<file path="config.mk">
export PLATFORM = sky130hd
export DESIGN_NAME = fetch_sequencer
export DESIGN_NICKNAME = d
export VERILOG_FILES = /design/src/rtl/fetch_sequencer.sv
export SDC_FILE = /design/constraint.sdc
export NUM_CORES = 1
export LEC_CHECK = 0
export ABC_AREA = 0
export CAP_MARGIN = 20
export CORE_ASPECT_RATIO = 1.25
export CORE_MARGIN = 4
export CORE_UTILIZATION = 42
export CTS_CLUSTER_SIZE = 40
export DETAILED_ROUTE_END_ITERATION = 8
export PLACE_DENSITY_LB_ADDON = 0.2
export SYNTH_ARGS = -nofsm -noshare
export SYNTH_HDL_FRONTEND = slang
export SYNTH_SLANG_ARGS = --single-unit
</file>
<file path="constraint.sdc">
create_clock -name clk -period 2.81 [get_ports clk]
set_input_delay 0.843 -clock clk [delete_from_list [all_inputs] [get_ports clk]]
set_output_delay 0.843 -clock clk [all_outputs]
set_load 0.005 [all_outputs]
</file>
<file path="src/rtl/fetch_sequencer.sv">
// Instruction fetch sequencer: owns the architectural PC, issues one imem request per
// instruction, holds the fetched word for decode and applies exception/eret redirects.
module fetch_sequencer #(
  parameter logic [31:0] RESET_PC = 32'h0000_3000,
  parameter logic [31:0] EXC_VEC  = 32'h0000_4180,
  parameter int unsigned TIMEOUT  = 16
) (
  input  logic        clk,
  input  logic        rst_n,
  input  logic [31:0] npc_in,
  input  logic        stall,
  input  logic        exc_req,
  input  logic        eret,
  input  logic [31:0] epc,
  output logic        imem_req,
  output logic [31:0] imem_addr,
  input  logic        imem_ack,
  input  logic [31:0] imem_rdata,
  output logic [31:0] pc_out,
  output logic [31:0] instr_out,
  output logic        instr_valid,
  output logic        fault,
  output logic [31:0] fetch_count
);

  typedef enum logic [1:0] {StBoot, StReq, StValid} state_e;

  localparam logic [7:0] WaitLast = 8'(TIMEOUT - 1);

  state_e      state_q, state_d;
  logic [31:0] pc_q, pc_d;
  logic [31:0] instr_q, instr_d;
  logic [31:0] count_q, count_d;
  logic [7:0]  wait_q, wait_d;
  logic        fault_q, fault_d;
  logic [31:0] sel_pc;

  always_comb begin
    state_d = state_q;
    pc_d    = pc_q;
    instr_d = instr_q;
    count_d = count_q;
    wait_d  = wait_q;
    fault_d = 1'b0;

    // Redirect priority: exception over eret over the sequential/branch target.
    sel_pc = npc_in;
    if (exc_req) begin
      sel_pc = EXC_VEC;
    end else if (eret) begin
      sel_pc = epc;
    end

    unique case (state_q)
      StBoot: begin
        state_d = StReq;
      end
      StReq: begin
        if (imem_ack) begin
          instr_d = imem_rdata;
          wait_d  = '0;
          state_d = StValid;
        end else if (wait_q == WaitLast) begin
          // Bus timeout: re-issue the request at the exception vector.
          fault_d = 1'b1;
          pc_d    = EXC_VEC;
          wait_d  = '0;
        end else begin
          wait_d = wait_q + 8'd1;
        end
      end
      StValid: begin
        if (!stall) begin
          count_d = count_q + 32'd1;
          state_d = StReq;
          if (sel_pc[1:0] != 2'b00) begin
            pc_d    = EXC_VEC;
            fault_d = 1'b1;
          end else begin
            pc_d = sel_pc;
          end
        end
      end
      default: begin
        state_d = StBoot;
      end
    endcase
  end

  always_ff @(posedge clk or negedge rst_n) begin
    if (!rst_n) begin
      state_q <= StBoot;
      pc_q    <= RESET_PC;
      instr_q <= '0;
      count_q <= '0;
      wait_q  <= '0;
      fault_q <= 1'b0;
    end else begin
      state_q <= state_d;
      pc_q    <= pc_d;
      instr_q <= instr_d;
      count_q <= count_d;
      wait_q  <= wait_d;
      fault_q <= fault_d;
    end
  end

  // Request derives from state so an async reset drops it immediately.
  assign imem_req    = (state_q == StReq);
  assign imem_addr   = pc_q;
  assign pc_out      = pc_q;
  assign instr_out   = instr_q;
  assign instr_valid = (state_q == StValid);
  assign fault       = fault_q;
  assign fetch_count = count_q;

endmodule

</file>
Yosys cells after proc, flatten, opt, wreduce, memory -nomap -nowiden
Index checks and enable logic that the tools add are counted.
Widths: inputs -> output; s select.

operators by class
  $add $sub $neg = 2
  $mul = 0
  divide/modulo/power cells = 0
  order comparisons = 0
  equal/unequal tests = 7
  shift operators = 0
  multiplexer cells = 17
  bitwise gates (word level) = 1
  reduce and logical (&&, ||, !) cells = 7

operators by type and width
  kind                   number
  $mux 32                6
  $pmux 32 s2            1
  $add 32x1->32 const B  1
  $mux 8                 2
  $add 8x1->8 const B    1
  $eq 8x4->1 const B     1
  $pmux 2 s3             1
  $reduce_and 2->1       3
  $mux 1                 4
  $mux 2                 2
  $ne 2x1->1 const B     2
  $ne 2x2->1 const B     2
  $reduce_and 4->1       1
  $reduce_bool 2->1      2
  $eq 2x1->1 const B     1
  $eq 2x2->1 const B     1
  $logic_not 2->1        1
  $pmux 1 s2             1
  $not 1->1              1

storage, ports and cells
  register bits after elaboration = 107
  bits in latches = 0
  RAM bits = 0
  ROM bits = 0
  input port bits = 102
  logic and storage cells = 40
  memories kept = 0

Depth between registers and ports, before layout
  depth in word-level cells = 6
  depth in mapped cells = 8

Worst setup path after synthesis
No wires, ideal clock.

  kind = in2reg
  start point = input eret
  end point = register pc_q[14], in the netlist imem_addr[14]
  library setup time = 135 ps
  data arrival time = 2207 ps
  required time = 2675 ps
  slack = 468 ps
  cell stages on the path = 7
  buffers on the path = 2
  path through = clkbuf_1 nor3_1 a211oi_1 or3b_2 clkbuf_1 a211oi_1 o21ai_0

between the ends
  cells in the longest elaborated chain, start to end = 6

ends and longest elaborated chain
  element               RTL line  source
  start, declared       13        input logic eret,
  $mux 32 *             50        end else if (eret) begin
  $mux 32 *             48        if (exc_req) begin
  $reduce_bool 2->1     76        if (sel_pc[1:0] != 2'b00) begin
  $mux 32 *             76
  $mux 32 *             73        if (!stall) begin
  $pmux 32 s2 *         54        unique case (state_q)
  end signal, assigned  100       pc_q <= pc_d;
  end, declared         31        logic [31:0] pc_q, pc_d;

Mark *: on every way between the ends. The rest lies on a longest branch, timed or not. The select of a mux whose other input is x is not followed.
A chain may end at the register's enable or synchronous reset.

Worst setup path after layout
  start point = register state_q[0]
  end point = output instr_valid

between the ends
  cells in the longest elaborated chain, start to end = 1

ends and longest elaborated chain
  element                 RTL line  source
  start, declared         30        state_e state_q, state_d;
  start signal, assigned  92        state_q <= StBoot;
  start signal, assigned  99        state_q <= state_d;
  $eq 2x2->1              113       assign instr_valid = (state_q == StValid);
  end, declared           21        output logic instr_valid,

Every way passes these cells.

==> flow_summary.yaml <==
synth:
  yosysSeqAreaShare_pct: 53.0
  synth-adder-area-share_pct: 1.48
  syn_area_um2: 5060
  synth_compound_area_share_pct: 7.34
  yosysWarnings: 0
  async_reset_ff_share_pct: 100
  ys_ff_latch: 107
  synth_edf_count: 0
  syn-num-nets: 548
  synth.area.mux_share_pct: 13.1
  synth_commonest_cells: "105 x dfrtp_1, 54 x nand2_1, 33 x mux2_2, 32 x buf_4, 29 x mux2i_1"
  yosysTopAreaCell: "dfrtp_1"
  synth_top_area_share_pct: 51.9
  syn_inst: 440
  ys_types: 48
  synth_top_family_by_area: "multiplexers"
  synthMostInstantiatedCell: "dfrtp_1"
  synth_area_leaders: "dfrtp_1 52%, mux2_2 7.3%, mux2i_1 5.7%"
  synth_top_flop_cell: "dfrtp_1"
  synthXorXnorAreaFrac_pct: 5.51
  synthSimpleGateAreaFrac_pct: 12.7
  syn-mean-instance-area_um2: 11.5
placed_design:
  port_buffers: 232
  dp.final_hpwl_mm: 10.4
  placedCellCount: 795
  gp_congestion: 0.835
sta:
  worstMarginPinSlew_ns: 0.648
  hold_viol: 0
  min_period_over_period_pct: 95.3
  fin_setup_tns_ns: 0
  grt_setup_unrepaired: "false"
  fin_crit_ns: 2.68
  setup_viol: 0
  clock.fmax_ghz: 0.373
  fin_worst_skew_ns: 0.00592
  slew-limit-headroom_pct: 56.4
  maxSlewViolCount: 0
final_layout:
  final_cells: 811
  final_util_pct: 65.9
  area_growth_pct: 52.6
  fin_nets: 753
  num_antenna_cells: 0
  drive_gt1_share_pct: 12.0
route:
  drtIter0Drc: 124
  wl_met1_mm: 5.06
  route.detailed.drc: 0
  firstDrtPassIters: 4
  wl_met2_mm: 7.49
  via_per_inst: 4.90
  num_vias: 3970
  wl_met3_um: 621
  routedWlPerCell_um: 16.5
  ant_nets: 0
  wl_mm: 13.4
  dr.max_layer_used: "met4"
power:
  p_sw_mw: 1.62
  combPwrFrac_pct: 37.1
  pwr-share-clk_pct: 23.3
  p_leak_nw: 3.28
  intPower_mw: 4.15
  power_frac_seq_pct: 39.6
  p_sw_share_pct: 28.1
  ir_drop_mv: 0.640
  p_per_area_nw_per_um2: 747
cts:
  cts_num_sinks: 107
  postCtsSetupBuffers: 0
  path_clk_slew_ns: 0.07
  clock_path_buffers: 2
  cts_buffers: 9
  postCtsHoldBufs: 0
  clkLatencyLatePin_ns: 0.34
  ctsResizeCount: 0
  ctsHtreeMaxLevel: 3
  cts_root_buf: "clkbuf_16"
  cts_tree: "done"
global_route:
  grtUsageTotal_pct: 19.1
  grt_max_degree: 63
  gr-total-overflow: 0
  grt_pass1_vias: 4035
  grt_pass1_wl_mm: 20.8
  antenna_found_initial: 0
worst_setup_path:
  cp_cell_sequence: "inv_1 -> ha_1 -> clkdlybuf4s50_1"
  cpMaxStageDelayCell: "clkdlybuf4s50_1"
  startpoint_type: "flop"
  crit_required_ns: 1.97
  cp_max_fo: 8
  worstPathArrival_ns: 1.84
  slowest_delay_ns: 0.60
  r2r-start: "state_q[0]$_DFFE_PN0P_"
  startpoint: "state_q[0]$_DFFE_PN0P_"
  worstSetupPathType: "reg2out"
  critPathCaptureType: "primary output"
floorplanning:
  initial_core_util_pct: 43.2
  placementRows: 44
  die_area_um2: 13900
  ios: 233
  chipWidth_um: 106
  die_y_um: 131
  core_um2: 11700
status:
  status: "finished clean"
flow_run:
  maxCapViolCount: 0
worst_hold_path:
  hold_path.class: "in2async"
-- metal layers --
layer	global-route usage (%)	vias up
li1	-	1913
met1	22.3	1938
met2	35.2	107
met3	4.32	12
met4	5.64	0
met5	0	-
-- metrics by stage --
| step | instance area (um^2) | power [mW] | worst slack [ns] | hold slack, ns |
|---|---|---|---|---|
| 5_1_grt | 7720 | 6.11 | 0.0387 | 0.413 |
| 2_1_floorplan | 5060 | 3.20 | 0.468 | 0.469 |
| 3_5_place_dp | 7400 | 4.48 | 0.00955 | 0.488 |
| 4_1_cts | 7720 | 5.85 | 0.100 | 0.401 |
| 6_report | 7720 | 5.77 | 0.132 | 0.399 |
| 3_3_place_gp | 7400 | 4.40 | 0.0660 | 0.480 |
-- power by group through the flow --
stage / logic (mW) / registers [mW] / clock network (mW)
floorplan: 0.920 / 2.28 / 0
global placement: 2.12 / 2.28 / 0
detailed placement: 2.17 / 2.31 / 0
CTS: 2.19 / 2.29 / 1.38
global route: 2.32 / 2.34 / 1.45
finish: 2.14 / 2.28 / 1.34
-- cell families after synthesis --
logic type / after synthesis
multiplexers: 62
buffers and inverters: 60
AND/OR/NAND/NOR: 122
flip-flops: 107
AO/OA/AOI/OAI: 52
XOR/XNOR: 31
adder cells (fa/ha/maj): 6
-- flip-flops by register name, indices dropped and copies added (netlist names) --
signal and count:
fetch_count 32, state_q 2, wait_q 8, fault 1, imem_addr 32, instr_out 32
-- worst max-delay path: cells and delay by family, from the launching register on --
family | cells | cell delay [ns]
buffers and inverters | 2 | 0.69
adder cells (fa/ha/maj) | 1 | 0.39
flip-flops | 1 | 0.41
-- worst paths after layout --
kind / end / slack [ns] / cells past startpoint
hold / removal: imem_addr[4]$_DFFE_PN0P_ / 0.40 / 1
setup / recovery: instr_valid / 0.13 / 3
hold reg to reg: imem_addr[12]$_DFFE_PN1P_ / 0.49 / 2
min in group clk: imem_addr[12]$_DFFE_PN1P_ / 0.49 / 2
max in group asynchronous: instr_out[16]$_DFFE_PN0P_ / 1.77 / 2
setup reg to reg: fetch_count[29]$_DFFE_PN0P_ / 0.44 / 7
-- layout make-up --
class	count	area, um^2
inverters	10	37.5
fillers	987	4000
multi-input cells	273	2040
flip-flops and latches	107	2680
repair buffers	244	2440
clock inverters	5	77.6
well taps	161	201
clock buffers	11	243
-- cells in the final DEF (no fill, tap or decap), types with 8 or more instances in the layout --
cell,count
clkdlybuf4s50_1,230
buf_4,10
dfrtp_1,105
nor2_1,12
nand2_1,54
o31ai_1,28
nand4_1,9
inv_1,10
xor2_1,13
nor2b_1,8
mux2i_1,29
nand3_1,9
clkbuf_16,9
mux2_2,33
xnor2_1,17
Power figures use the tool's default switching activity.
